`src/rtl/io_pkg.sv`:
```
// Shared address-map offsets, flag-field layout and per-channel CPU command type
// for the io_port_bank register block.
package io_pkg;

    typedef enum logic {
        FLAG_OVF = 1'b0,
        FLAG_UDR = 1'b1
    } flag_kind_e;

    typedef struct packed {
        logic rd;
        logic wr;
    } ch_cmd_t;

    function automatic int status_ofs(input int channels);
        return channels;
    endfunction

    function automatic int flags_ofs(input int channels);
        return channels + 1;
    endfunction

    // Overflow bits occupy the low CHANNELS bits, underrun bits the next CHANNELS.
    function automatic int flag_pos(input flag_kind_e kind, input int ch, input int channels);
        return ((kind == FLAG_UDR) ? channels : 0) + ch;
    endfunction

endpackage

```
`src/rtl/io_channel.sv`:
```
// One I/O channel: a one-deep input hold register and a one-deep output register,
// each with its own valid/ready handshake, plus overflow/underrun event pulses.
module io_channel
    import io_pkg::*;
#(
    parameter int WIDTH = 16
) (
    input  logic             clk,
    input  logic             reset,
    input  logic [WIDTH-1:0] in_data,
    input  logic             in_valid,
    output logic             in_ready,
    input  ch_cmd_t          cmd,
    input  logic [WIDTH-1:0] wdata,
    output logic [WIDTH-1:0] hold,
    output logic             in_full,
    output logic [WIDTH-1:0] out_data,
    output logic             out_valid,
    input  logic             out_ready,
    output logic             overflow_set,
    output logic             underrun_set
);

    logic in_take;
    logic in_full_nxt;
    logic out_take;
    logic wr_ok;
    logic out_valid_nxt;

    always_comb begin
        in_take     = in_valid & in_ready;
        in_full_nxt = in_full;
        if (in_take)
            in_full_nxt = 1'b1;
        else if (cmd.rd)
            in_full_nxt = 1'b0;

        // A write lands if the slot is empty or is being drained this same cycle.
        out_take      = out_valid & out_ready;
        wr_ok         = cmd.wr & (~out_valid | out_ready);
        out_valid_nxt = out_valid;
        if (wr_ok)
            out_valid_nxt = 1'b1;
        else if (out_take)
            out_valid_nxt = 1'b0;

        overflow_set = cmd.wr & ~wr_ok;
        underrun_set = cmd.rd & ~in_full;
    end

    // Ready tracks the next fill state so a full buffer is never offered again.
    always_ff @(posedge clk) begin
        if (reset) begin
            hold      <= '0;
            in_full   <= 1'b0;
            in_ready  <= 1'b1;
            out_data  <= '0;
            out_valid <= 1'b0;
        end else begin
            if (in_take)
                hold <= in_data;
            in_full  <= in_full_nxt;
            in_ready <= ~in_full_nxt;
            if (wr_ok)
                out_data <= wdata;
            out_valid <= out_valid_nxt;
        end
    end

endmodule

```
`src/rtl/io_port_bank.sv`:
```
// Memory-mapped bank of CHANNELS input/output ports: address decode, read mux,
// write-1-to-clear FLAGS register and the registered CPU read data.
module io_port_bank
    import io_pkg::*;
#(
    parameter int WIDTH    = 16,
    parameter int CHANNELS = 4,
    parameter int ADDR_W   = 3
) (
    input  logic                      clk,
    input  logic                      reset,
    input  logic [CHANNELS*WIDTH-1:0] ioIn,
    input  logic [CHANNELS-1:0]       ioInValid,
    output logic [CHANNELS-1:0]       ioInReady,
    output logic [CHANNELS*WIDTH-1:0] ioOut,
    output logic [CHANNELS-1:0]       ioOutValid,
    input  logic [CHANNELS-1:0]       ioOutReady,
    input  logic [ADDR_W-1:0]         cpuAddr,
    input  logic                      cpuRd,
    input  logic                      cpuWr,
    input  logic [WIDTH-1:0]          cpuWdata,
    output logic [WIDTH-1:0]          cpuRdata
);

    localparam int STATUS_OFS = status_ofs(CHANNELS);
    localparam int FLAGS_OFS  = flags_ofs(CHANNELS);

    logic [CHANNELS-1:0][WIDTH-1:0] in_vec;
    logic [CHANNELS-1:0][WIDTH-1:0] hold;
    logic [CHANNELS-1:0][WIDTH-1:0] out_vec;
    logic [CHANNELS-1:0]            in_full;
    logic [CHANNELS-1:0]            ovf_set;
    logic [CHANNELS-1:0]            udr_set;
    ch_cmd_t [CHANNELS-1:0]         cmd;

    logic [2*CHANNELS-1:0] flags;
    logic [2*CHANNELS-1:0] flags_set;
    logic [2*CHANNELS-1:0] flags_clr;
    logic [WIDTH-1:0]      status_word;
    logic [WIDTH-1:0]      flags_word;
    logic [WIDTH-1:0]      rd_mux;

    assign in_vec = ioIn;
    assign ioOut  = out_vec;

    always_comb begin
        for (int i = 0; i < CHANNELS; i++) begin
            cmd[i].rd = cpuRd && (cpuAddr == ADDR_W'(i));
            cmd[i].wr = cpuWr && (cpuAddr == ADDR_W'(i));
        end
    end

    for (genvar i = 0; i < CHANNELS; i++) begin : g_ch
        io_channel #(
            .WIDTH(WIDTH)
        ) u_ch (
            .clk         (clk),
            .reset       (reset),
            .in_data     (in_vec[i]),
            .in_valid    (ioInValid[i]),
            .in_ready    (ioInReady[i]),
            .cmd         (cmd[i]),
            .wdata       (cpuWdata),
            .hold        (hold[i]),
            .in_full     (in_full[i]),
            .out_data    (out_vec[i]),
            .out_valid   (ioOutValid[i]),
            .out_ready   (ioOutReady[i]),
            .overflow_set(ovf_set[i]),
            .underrun_set(udr_set[i])
        );
    end

    always_comb begin
        flags_set = '0;
        for (int i = 0; i < CHANNELS; i++) begin
            flags_set[flag_pos(FLAG_OVF, i, CHANNELS)] = ovf_set[i];
            flags_set[flag_pos(FLAG_UDR, i, CHANNELS)] = udr_set[i];
        end
        flags_clr = '0;
        if (cpuWr && (cpuAddr == ADDR_W'(FLAGS_OFS)))
            flags_clr = cpuWdata[2*CHANNELS-1:0];
    end

    // A same-cycle set beats the clear.
    always_ff @(posedge clk) begin
        if (reset)
            flags <= '0;
        else
            flags <= (flags & ~flags_clr) | flags_set;
    end

    always_comb begin
        status_word                         = '0;
        status_word[CHANNELS-1:0]           = in_full;
        status_word[2*CHANNELS-1:CHANNELS]  = ioOutValid;
        flags_word                          = '0;
        flags_word[2*CHANNELS-1:0]          = flags;

        rd_mux = '0;
        for (int i = 0; i < CHANNELS; i++) begin
            if ((cpuAddr == ADDR_W'(i)) && in_full[i])
                rd_mux = hold[i];
        end
        if (cpuAddr == ADDR_W'(STATUS_OFS))
            rd_mux = status_word;
        if (cpuAddr == ADDR_W'(FLAGS_OFS))
            rd_mux = flags_word;
    end

    always_ff @(posedge clk) begin
        if (reset)
            cpuRdata <= '0;
        else if (cpuRd)
            cpuRdata <= rd_mux;
    end

endmodule
```
`config.mk`:
```
export PLATFORM = sky130hd
export DESIGN_NAME = io_port_bank
export DESIGN_NICKNAME = d
export VERILOG_FILES = /design/src/rtl/io_pkg.sv /design/src/rtl/io_channel.sv /design/src/rtl/io_port_bank.sv
export SDC_FILE = /design/constraint.sdc
export NUM_CORES = 1
export LEC_CHECK = 0
export ABC_AREA = 1
export ABC_CLOCK_PERIOD_IN_PS = 1400
export BUFFER_PORTS_ARGS = -buffer_cell sky130_fd_sc_hd__buf_4
export CORE_MARGIN = 4
export CORE_UTILIZATION = 45
export CTS_CLUSTER_SIZE = 8
export DETAILED_ROUTE_END_ITERATION = 7
export GPL_TIMING_DRIVEN = 0
export PLACE_DENSITY = 0.73
export SLEW_MARGIN = 15
export SYNTH_ARGS = -nofsm -noshare
export SYNTH_HDL_FRONTEND = slang
export SYNTH_SLANG_ARGS = --single-unit
```
`constraint.sdc`:
```
create_clock -name clk -period 1.4 [get_ports clk]
set_clock_uncertainty 0.2 [all_clocks]
set_input_delay 0 -clock clk [delete_from_list [all_inputs] [get_ports clk]]
set_output_delay 0 -clock clk [all_outputs]
set_load 0.02 [all_outputs]
```
# == After elaboration in Yosys (flattened, before gate mapping) ==
# Index checks and enable logic that the tools add are counted.
# W data, S select, Z words.
# classes
n_mux,23
n_eq_ne,5
bitwise_logic,43
reduce_logical,18
# op_table
operator,n
$mux W16,6
$and A1 B1 Y1,20
$mux W1,16
$not A1 Y1,16
$logic_and A1 B1 Y1,13
$and A8 B8 Y8,1
$mux W8,1
$not A8 Y8,1
$or A8 B8 Y8,1
$reduce_bool A2 Y1,4
$eq A3 B2 Y1 const B,2
$eq A3 B3 Y1 const B,2
$or A1 B1 Y1,4
$eq A3 B1 Y1 const B,1
$logic_not A3 Y1,1
# totals
input_bits,95
output_inout_bits,88
word_cells,111
reg_bits,164

# == Logic depth before layout (Yosys ltp) ==
# Gate-level depths: netlist (run 1).
# depth
word_depth,8
depth_mapped,10
depth_no_buf,8

# == By module ==
# From an unflattened synthesis (run 1), not the netlist that was laid out.
# unflattened
hier_cells,1039
hier_area_um2,7723.7
# modules_own_cells
mod,cells_per_inst,n_inst,seq_area_each_um2,area_per_inst_um2
io_channel,188,4,700.7,1461.4
io_port_bank,287,1,480.5,1878.1

# == Worst setup path after synthesis (run 1) ==
# OpenSTA, ideal clock, no wires.
# synth_path
path_kind,register -> register
from,register g_ch[0].u_ch.in_full
to,register cpuRdata[10]
path_stages_with_launch,8
setup_slack_ps,-48
setup_time_ps,70
n_path_buf,1
t_arrival_ps,1177
synth_period_minus_slack_ps,1448
required_ps,1130
path_cell_list,dfxtp_1 > clkbuf_1 > inv_1 > nor2_2 > nand2_1 > o21ai_0 > o21ai_0 > a21oi_1
# synth_via
elab_chain_len,7
# synth_rtl
element,line,source
start: declaration,io_channel.sv:16,"output logic in_full,"
start signal: assignment,io_channel.sv:62,in_full <= in_full_nxt;
$logic_and A1 B1 Y1,io_port_bank.sv:102,if ((cpuAddr == ADDR_W'(i)) && in_full[i])
$mux W16 (4 in series),io_port_bank.sv:102,
$mux W16,io_port_bank.sv:105,if (cpuAddr == ADDR_W'(STATUS_OFS))
$mux W16,io_port_bank.sv:107,if (cpuAddr == ADDR_W'(FLAGS_OFS))
end signal: assignment,io_port_bank.sv:115,cpuRdata <= rd_mux;
end: declaration,io_port_bank.sv:22,output logic [WIDTH-1:0] cpuRdata
# No other way between the ends.
# A chain may end at the register's enable or synchronous reset.

# == Worst setup path in the final report (run 1) ==
# layout_path
from,register g_ch[1].u_ch.out_valid
to,output port ioOutValid[1]
# layout_rtl
element,line,source
start: declaration,io_channel.sv:18,"output logic out_valid,"
start signal: assignment,io_channel.sv:66,out_valid <= out_valid_nxt;
end: declaration,io_port_bank.sv:16,"output logic [CHANNELS-1:0] ioOutValid,"
# No word-level cell between the ends.

==> results.yml, run 1 <==
timing:
  slew_viol_final: 0
  fin_tns_setup_ns: 0
  hold-worst-slack_ns: -0.1605
  setup_viol: 0
  hold_viol: 9
  period_share_pct: 98.02
  relSlewSlack_pct: 56.56
  rsz0062_at_grt: "true"
  tightest_slew_ns: 0.6516
  max_clock_freq_mhz: 728.7
  min_period_ns: 1.372
synth:
  synth_cells: 850
  avgSynthCellArea_um2: 7.522
  syn_nets: 945
  yosysWarnings: 0
  synth_seq_cells: 164
  seq_area_frac_synth_pct: 51.35
  syn_area_um2: 6394
  synth_cell_types: 21
power:
  seqPwrFrac_pct: 46.1
  sw_frac_of_total_pct: 27.67
  power_density_nw_per_um2: 1103
  power_uw: 11040
  clkPwrFrac_pct: 39.0
  p_comb_share_pct: 14.9
  p_leak_uw: 0.004396
  ir_drop_uv: 946.1
  switchingPower_uw: 3053
  internal_power_uw: 7982
clock_tree:
  clkLatencyLatePin_ns: 0.44
  htree_levels: 4
  cts_sinks: 164
  numCtsBuffers: 17
  clock_path_buffers: 2
  cts-root-buf: "clkbuf_16"
  cts_tree: "yes"
  path_clk_slew_ns: 0.07
drt:
  drtPass1Iterations: 5
  viasPerCell: 5.231
  drtIter0Drc: 623
  wl_per_cell_um: 17.08
  wl_mm: 23.09
  vias: 7072
  ant_nets: 0
  drc: 0
floorplan:
  die_w_um: 127.2
  ioPinCount: 183
  die_area_um2: 16180
  die_y_um: 127.2
  initial_utilization_pct: 46.06
  core_um2: 13880
  row_count: 43
critical_path:
  cp_max_fo: 2
  worstSetupPathType: "reg -> out"
  critPathLaunchType: "register"
  crit_required_ns: 1.20
  worst_ep_arrival_time_ns: 1.17
  ff2ff_path_depth: 6
  cp-end-kind: "output pin"
layout:
  diodes: 0
  drive_above_1_share_pct: 29.18
  fin_area_um2: 10000
  area_delta_synth_final_pct: 56.44
  nNetsFinal: 1255
  fin_cells: 1352
status:
  status: "complete, but fails checks"
  violations: "negative hold slack"
flow_run:
  drv_cap: 0
place:
  dp_cells: 1211
  gp_congestion: 0.8870
  dp_hpwl_mm: 15.31
  portBuffers: 181
  placed_area_um2: 7980
global_route:
  antenna_found_initial: 0
  grt_pass1_wl_mm: 35.47
  overflow: 0
  grt_usage_pct: 27.99
  grt_max_degree: 17
  grt_pass1_vias: 6843
worst_hold_path:
  whs_path_depth: 5
  min_path_type: "in -> reg"
cell usage after synthesis:
master,number,area share [%]
buf_2,10,0.78
clkinv_1,3,0.18
nor2_4,1,0.18
nand3_1,14,1.1
clkinv_2,2,0.16
o21bai_1,1,0.12
inv_2,1,0.059
a21oi_1,87,6.8
nand2_1,70,4.1
o21a_1,1,0.12
buf_6,4,0.70
o21ai_0,166,13
buf_4,12,1.4
nor2_2,5,0.49
inv_1,62,3.6
nand3_4,1,0.27
nand4_1,25,2.4
dfxtp_1,164,51
clkbuf_1,28,1.6
nor2_1,190,11
nand2_2,3,0.29
stage by stage:
step	setup WS, ns	util (%)	hold WS, ns
2_1_floorplan	0.02016	-	-0.06510
3_3_place_gp	-0.3202	57.49	0.05095
3_5_place_dp	-0.3354	57.49	0.05717
4_1_cts	-0.03433	69.39	-0.2361
5_1_grt	-0.03643	72.06	-0.1145
6_report	0.02773	72.06	-0.1605
final timing paths:
path	slack [ns]	end	from
max	0.03	ioOutValid[1]	g_ch[1].u_ch.out_valid
min	-0.16	cpuRdata[6]	cpuAddr[0]
max reg2reg	0.04	g_ch[0].u_ch.out_data[9]	g_ch[0].u_ch.out_valid
min reg2reg	0.25	g_ch[2].u_ch.hold[8]	g_ch[2].u_ch.hold[8]
area by class of cell:
| type | count | area (um^2) |
|---|---|---|
| timing repair buffer | 294 | 2524 |
| multi-input combinational | 564 | 2785 |
| clock buffer | 19 | 432.9 |
| inverter | 68 | 286.5 |
| fill | 1016 | 3879 |
| buffer | 51 | 347.8 |
| sequential | 164 | 3298 |
| clock inverter | 12 | 102.6 |
| tap | 180 | 225.2 |
critical path, stage by stage (launching register included):
cell     delay (ns)
dfxtp_2        0.33
buf_4          0.14
buf_4          0.12
buf_4          0.14
cell families after synthesis:
logic type / synth area share, %
simple gates: 20.04
compound gates: 20.04
flops: 51.35
buf+inv: 8.571
per-layer routing:
layer / up-vias / global-route usage [%] / routed length, um
li1: 3415 / - / -
met1: 3274 / 34.36 / 9290
met2: 332 / 46.11 / 11140
met3: 51 / 7.441 / 2016
met4: 0 / 12.81 / 638
met5: - / 0 / 0
state kept, by name, summed over array words and instances, names as in the netlist:
register	cells
g_ch.u_ch.in_full	4
g_ch.u_ch.out_data	64
cpuRdata	16
g_ch.u_ch.in_ready	4
g_ch.u_ch.out_valid	4
flags	8
g_ch.u_ch.hold	64
cell usage in the layout (no fill, tap or decap), types with 6 or more instances in the layout:
cell type and instances:
a21oi_1 86, buf_2 8, buf_4 198, buf_6 10, clkbuf_1 15, clkbuf_16 19
clkbuf_2 9, dfxtp_1 156, dfxtp_2 6, dlygate4sd3_1 98, inv_1 51, inv_2 8
nand2_1 60, nand2_2 9, nand3_1 11, nand4_1 25, nor2_1 170, nor2_2 16
nor2_4 10, o21ai_0 137, o21ai_1 16, o21ai_2 13
power by group through the flow:
stage	registers (uW)	clock network, uW	logic (uW)
finish	5090	4300	1640
global route	5110	4540	1780
CTS	5070	4320	1530
detailed placement	5160	0	1280
global placement	5150	0	1260
floorplan	5220	0	618
timing repair:
action                                 CTS  global route
setup endpoints to repair              110           124
hold buffers                            94             6
pin swaps                                7            22
cloned                                   0             2
resized for setup                       63           106
endpoints found under the hold margin  164            14
buffers inserted                         7             5
Note: power is estimated with default switching activity, not from simulation.
==> run 2: changes to the inputs <==
Settings changed: ABC_CLOCK_PERIOD_IN_PS 1400 to 1200.
Clock period 1.4 ns to 1.2 ns, I/O delays scaled along.
==> run 2 against run 1 <==
  * Largest power group unchanged
  * Critical path depth grew 3
  * Global-route usage is 3.1 points higher
  * Clock power rose by 32%
  * The flow finishes with violations (negative hold slack, negative setup slack)
  * Cell area increased by 11%
  * Critical path type is now reg -> reg
  * Sequential cell count is the same
  * Die area unchanged
  * Wire length up 24%
==> results.yml, run 2 (synthesis results as in run 1) <==
status:
  status: "complete, but fails checks"
  violations: "negative hold slack, negative setup slack"
power:
  sw_frac_of_total_pct: 27.36
  p_comb_share_pct: 16.3
  power_density_nw_per_um2: 1259
  p_leak_uw: 0.004826
  ir_drop_uv: 1086
  switchingPower_uw: 3810
  seqPwrFrac_pct: 42.9
  clkPwrFrac_pct: 40.7
  internal_power_uw: 10120
critical_path:
  ff2ff_path_depth: 6
  cpPeakStageDelay_ns: 0.36
  cp-end-kind: "register"
  cp_max_fo: 8
  crit_required_ns: 1.34
  critPathLaunchType: "register"
  r2r_end: "g_ch[0].u_ch.out_data[13]"
  crit_start: "g_ch[0].u_ch.out_valid"
  worst_ep_arrival_time_ns: 1.67
  r2r_slack_ns: -0.33
  worstSetupPathType: "reg -> reg"
  cp_slowest_cell: "dfxtp_4"
  r2r_start: "g_ch[0].u_ch.out_valid"
  endpoint: "g_ch[0].u_ch.out_data[13]"
  crit_chain: "inv_2, nor2_4, nor2_4, clkinvlp_4, nor2_1, nor2_1"
floorplan:
  die_w_um: 127.2
  initial_utilization_pct: 46.06
  die_y_um: 127.2
  core_um2: 13880
  row_count: 43
  die_area_um2: 16180
  ioPinCount: 183
layout:
  area_delta_synth_final_pct: 73.07
  layout_common_cells: "192 x buf_4, 149 x nor2_1, 131 x dfxtp_1, 87 x dlygate4sd3_1, 81 x o21ai_0"
  largestRegisters: "g_ch.u_ch.hold x64, g_ch.u_ch.out_data x64, cpuRdata x16"
  mostFrequentLayoutCell: "buf_4"
  nNetsFinal: 1273
  drive_above_1_share_pct: 41.04
  fill_cells: 831
clock_tree:
  clock_path_buffers: 2
  numCtsBuffers: 17
  cts_tree: "yes"
  cts-root-buf: "clkbuf_16"
  path_clk_slew_ns: 0.07
  clkLatencyLatePin_ns: 0.44
  htree_levels: 4
  cts_sinks: 164
drt:
  drtPass1Iterations: 6
  viasPerCell: 5.673
  ant_nets: 0
  wl_per_cell_um: 20.94
  vias: 7777
  wl_mm: 28.71
  drc: 0
  drtIter0Drc: 798
place:
  dp_hpwl_mm: 15.28
  gp_congestion: 0.8572
  portBuffers: 181
timing:
  setup_viol: 104
  tightest_slew_ns: 0.8275
  slew_viol_final: 0
  min_period_ns: 1.532
  hold_viol: 33
  period_share_pct: 127.7
  max_clock_freq_mhz: 652.7
  hold-worst-slack_ns: -0.3050
  rsz0062_at_grt: "true"
  relSlewSlack_pct: 44.84
  post-route-worst-setup-slack_ns: -0.3321
  fin_tns_setup_ns: -19.08
global_route:
  overflow: 0
  grt_max_degree: 17
  grt_usage_pct: 31.07
  antenna_found_initial: 2
  grt_pass1_wl_mm: 39.07
  grt_pass1_vias: 7464
flow_run:
  drv_cap: 0
worst_hold_path:
  min_path_type: "in -> reg"
[run 2: cell types whose count changed in the layout (fill, tap and decap cells not counted), moves of 11 or more]
cell	change
buf_8	+12
a21oi_1	-21
o21ai_1	+25
dlygate4sd3_1	-11
o21ai_0	-56
nor2_4	+19
dfxtp_1	-25
o21ai_2	+21
buf_6	+17
a21oi_2	+20
nor2_1	-21
dfxtp_2	+21
[run 2: power by group through the flow]
stage	Sequential (uW)	Clock [uW]	Combinational (uW)
global placement	6010	0	1500
detailed placement	6020	0	1520
floorplan	6090	0	752
CTS	5930	5610	2010
finish	5980	5670	2280
global route	6000	5850	2410
[run 2: critical path: cells and delay by family (launching register included)]
| family | cells | cell delay (ns) |
|---|---|---|
| buffers and inverters | 2 | 0.37 |
| flip-flops | 1 | 0.36 |
| AND/OR/NAND/NOR | 4 | 0.51 |
[run 2: timing repair]
| action | 4_1_cts | 5_1_grt |
|---|---|---|
| cloned | 14 | 0 |
| pin swaps | 41 | 37 |
| gates resized for setup | 228 | 170 |
| setup endpoints to repair | 152 | 166 |
| hold buffers | 87 | 1 |
| setup buffers | 23 | 14 |
| hold endpoints to repair | 164 | 29 |
[run 2: worst min-delay path by stage]
stage	to	slack (ns)	start	cells after the start
after global placement	g_ch[0].u_ch.hold[2]	0.05	ioIn[2]	3
after detailed placement	g_ch[0].u_ch.hold[13]	0.06	ioIn[13]	3
after CTS	flags[0]	-0.34	cpuWr	3
final	flags[0]	-0.31	cpuWr	3
after floorplan	g_ch[0].u_ch.out_data[10]	-0.07	cpuWdata[10]	2
after global routing	flags[0]	-0.31	cpuWr	3
[run 2: cell type report]
cell class	count	area (um^2)	share of cell area [%]
inverter	68	309.0	2.793
timing repair buffer	317	2915	26.35
tap	180	225.2	2.035
buffer	46	386.6	3.494
clock buffer	19	442.9	4.003
multi-input combinational	564	3288	29.72
sequential	164	3339	30.18
antenna	2	5.005	0.04523
clock inverter	11	153.9	1.391
[run 2: metrics by stage]
stage | total power (uW) | worst slack [ns] | utilization, % | instances | instance area, um^2
after floorplan | 6840 | -0.09945 | - | 850 | 6487
after global placement | 7515 | -0.5498 | 58.15 | 1211 | 8071
after detailed placement | 7541 | -0.5707 | 58.15 | 1211 | 8071
after CTS | 13550 | -0.2335 | 75.71 | 1359 | 10510
after global routing | 14260 | -0.3490 | 79.72 | 1371 | 11070
final | 13930 | -0.3321 | 79.72 | 1371 | 11070
[run 2: per-layer routing]
metal	GRT usage, %	up-vias	share of wire, %
li1	-	3453	-
met1	36.66	3653	37
met2	51.28	537	48
met3	8.278	134	10
met4	17.48	0	5.2
met5	0	-	0
==> run 3: changes to the inputs <==
Settings changed: SKIP_CTS_REPAIR_TIMING set to 1.
==> run 3 against run 2 <==
  * The run still ends with negative hold slack, negative setup slack left
  * Sequential cell count did not move
  * Sequential power barely moved
  * Cell area fell by 4.4%
  * Fmax rose by 5.5%
  * Critical path depth rose by 1
  * Global-route usage fell by 6.2 points
  * Largest power group unchanged
  * Utilization fell by 3.5 points
==> results.yml, run 3 (synthesis results as in run 1) <==
place:
  portBuffers: 181
  dp_hpwl_mm: 15.28
  preCtsSetupSlack_ns: -0.5707
  gp_congestion: 0.8572
drt:
  wl_per_cell_um: 17.73
  drtIter0Drc: 603
  viasPerCell: 5.297
  drc: 0
  wl_mm: 23.98
  ant_nets: 0
  drtPass1Iterations: 5
  vias: 7161
flow_run:
  drv_cap: 0
layout:
  layout_common_cells: "187 x buf_4, 150 x nor2_1, 143 x dfxtp_1, 84 x dlygate4sd3_1, 75 x o21ai_0"
  multi_input_area_um2: 3070
  nNetsFinal: 1256
  largestRegisters: "g_ch.u_ch.hold x64, g_ch.u_ch.out_data x64, cpuRdata x16"
  seqCellArea_um2: 3319
  area_delta_synth_final_pct: 65.48
  diodes: 0
  mostFrequentLayoutCell: "buf_4"
  fill_cells: 928
  drive_above_1_share_pct: 37.29
  fin_util_pct: 76.22
power:
  clkPwrFrac_pct: 41.0
  sw_frac_of_total_pct: 26.27
  ir_drop_uv: 1063
  p_leak_uw: 0.004582
  internal_power_uw: 10070
  seqPwrFrac_pct: 43.6
  switchingPower_uw: 3588
  power_density_nw_per_um2: 1291
  p_comb_share_pct: 15.5
floorplan:
  ioPinCount: 183
  row_count: 43
  die_area_um2: 16180
  die_w_um: 127.2
  die_y_um: 127.2
  core_um2: 13880
  initial_utilization_pct: 46.06
timing:
  hold-worst-slack_ns: -0.3512
  relSlewSlack_pct: 52.13
  slew_viol_final: 0
  max_clock_freq_mhz: 688.5
  period_share_pct: 121.0
  tightest_slew_ns: 0.7180
  rsz0062_at_grt: "true"
  hold_viol: 44
  fin_tns_setup_ns: -13.33
  setup_viol: 98
  post-route-worst-setup-slack_ns: -0.2525
  min_period_ns: 1.453
global_route:
  grt_max_degree: 17
  grt_pass1_wl_mm: 31.46
  antenna_found_initial: 0
  grt_usage_pct: 24.84
  overflow: 0
  grt_pass1_vias: 6054
critical_path:
  worst_ep_arrival_time_ns: 1.61
  crit_family: "simple AND/OR/NAND/NOR gates"
  crit_required_ns: 1.36
  cp_slowest_cell: "dfxtp_2"
  critPathLaunchType: "register"
  critPathBufInv: 2
  cp_max_fo: 8
  crit_chain: "buf_8, inv_6, nor2_4, nand2_1, o21ai_2, o21ai_0, a21oi_1"
  cpPeakStageDelay_ns: 0.33
  worstSetupPathType: "reg -> reg"
  cp-end-kind: "register"
status:
  violations: "negative hold slack, negative setup slack"
  status: "complete, but fails checks"
clock_tree:
  cts_tree: "yes"
  cts_sinks: 164
  htree_levels: 4
  path_clk_slew_ns: 0.06
  cts-root-buf: "clkbuf_16"
  clock_path_buffers: 2
  numCtsBuffers: 17
  clkLatencyLatePin_ns: 0.43
worst_hold_path:
  min_path_type: "in -> reg"
run 3: final cells by class:
type	count	area share, %
Sequential cell	164	31.37
Timing Repair Buffer	291	24.53
Timing Repair inverter	2	0.1419
Inverter	68	2.886
Clock buffer	19	4.186
Clock inverter	11	1.455
Buffer	53	4.281
Multi-Input combinational cell	564	29.02
Tap cell	180	2.129
run 3: worst min-delay path: stages:
cell	delay, ns
buf_4	0.09
nor2_4	0.04
nand2_1	0.05
a21oi_1	0.05
run 3: worst paths after layout:
| check | slack (ns) | to | startpoint | cells past startpoint |
|---|---|---|---|---|
| max | -0.25 | cpuRdata[14] | g_ch[0].u_ch.in_full | 7 |
| min | -0.35 | flags[1] | ioOutReady[1] | 4 |
| max reg2reg | -0.25 | cpuRdata[14] | g_ch[0].u_ch.in_full | 7 |
| min reg2reg | 0.25 | g_ch[2].u_ch.hold[12] | g_ch[2].u_ch.hold[12] | 2 |
run 3: layer usage:
layer / up-vias / GRT usage, % / wire (um)
met3: 48 / 8.528 / 1728
met1: 3362 / 31.10 / 9712
met5: - / 0 / 0
met2: 323 / 39.51 / 11890
met4: 0 / 9.779 / 643
li1: 3428 / - / -
run 3: per-stage QoR:
step           hold WS (ns)  total power (uW)  std cells  instance area (um^2)
6_report            -0.3512             13660       1352                 10580
5_1_grt             -0.3400             14060       1352                 10580
4_1_cts             -0.3910             13050       1241                  8668
3_5_place_dp        0.05849              7541       1211                  8071
3_3_place_gp        0.05161              7515       1211                  8071
2_1_floorplan      -0.06508              6840        850                  6487
run 3: power groups by stage:
stage	clock, uW	combinational (uW)	sequential [uW]
floorplan	0	752	6090
global placement	0	1500	6010
detailed placement	0	1520	6020
CTS	5610	1530	5900
global route	5810	2270	5970
finish	5590	2110	5950
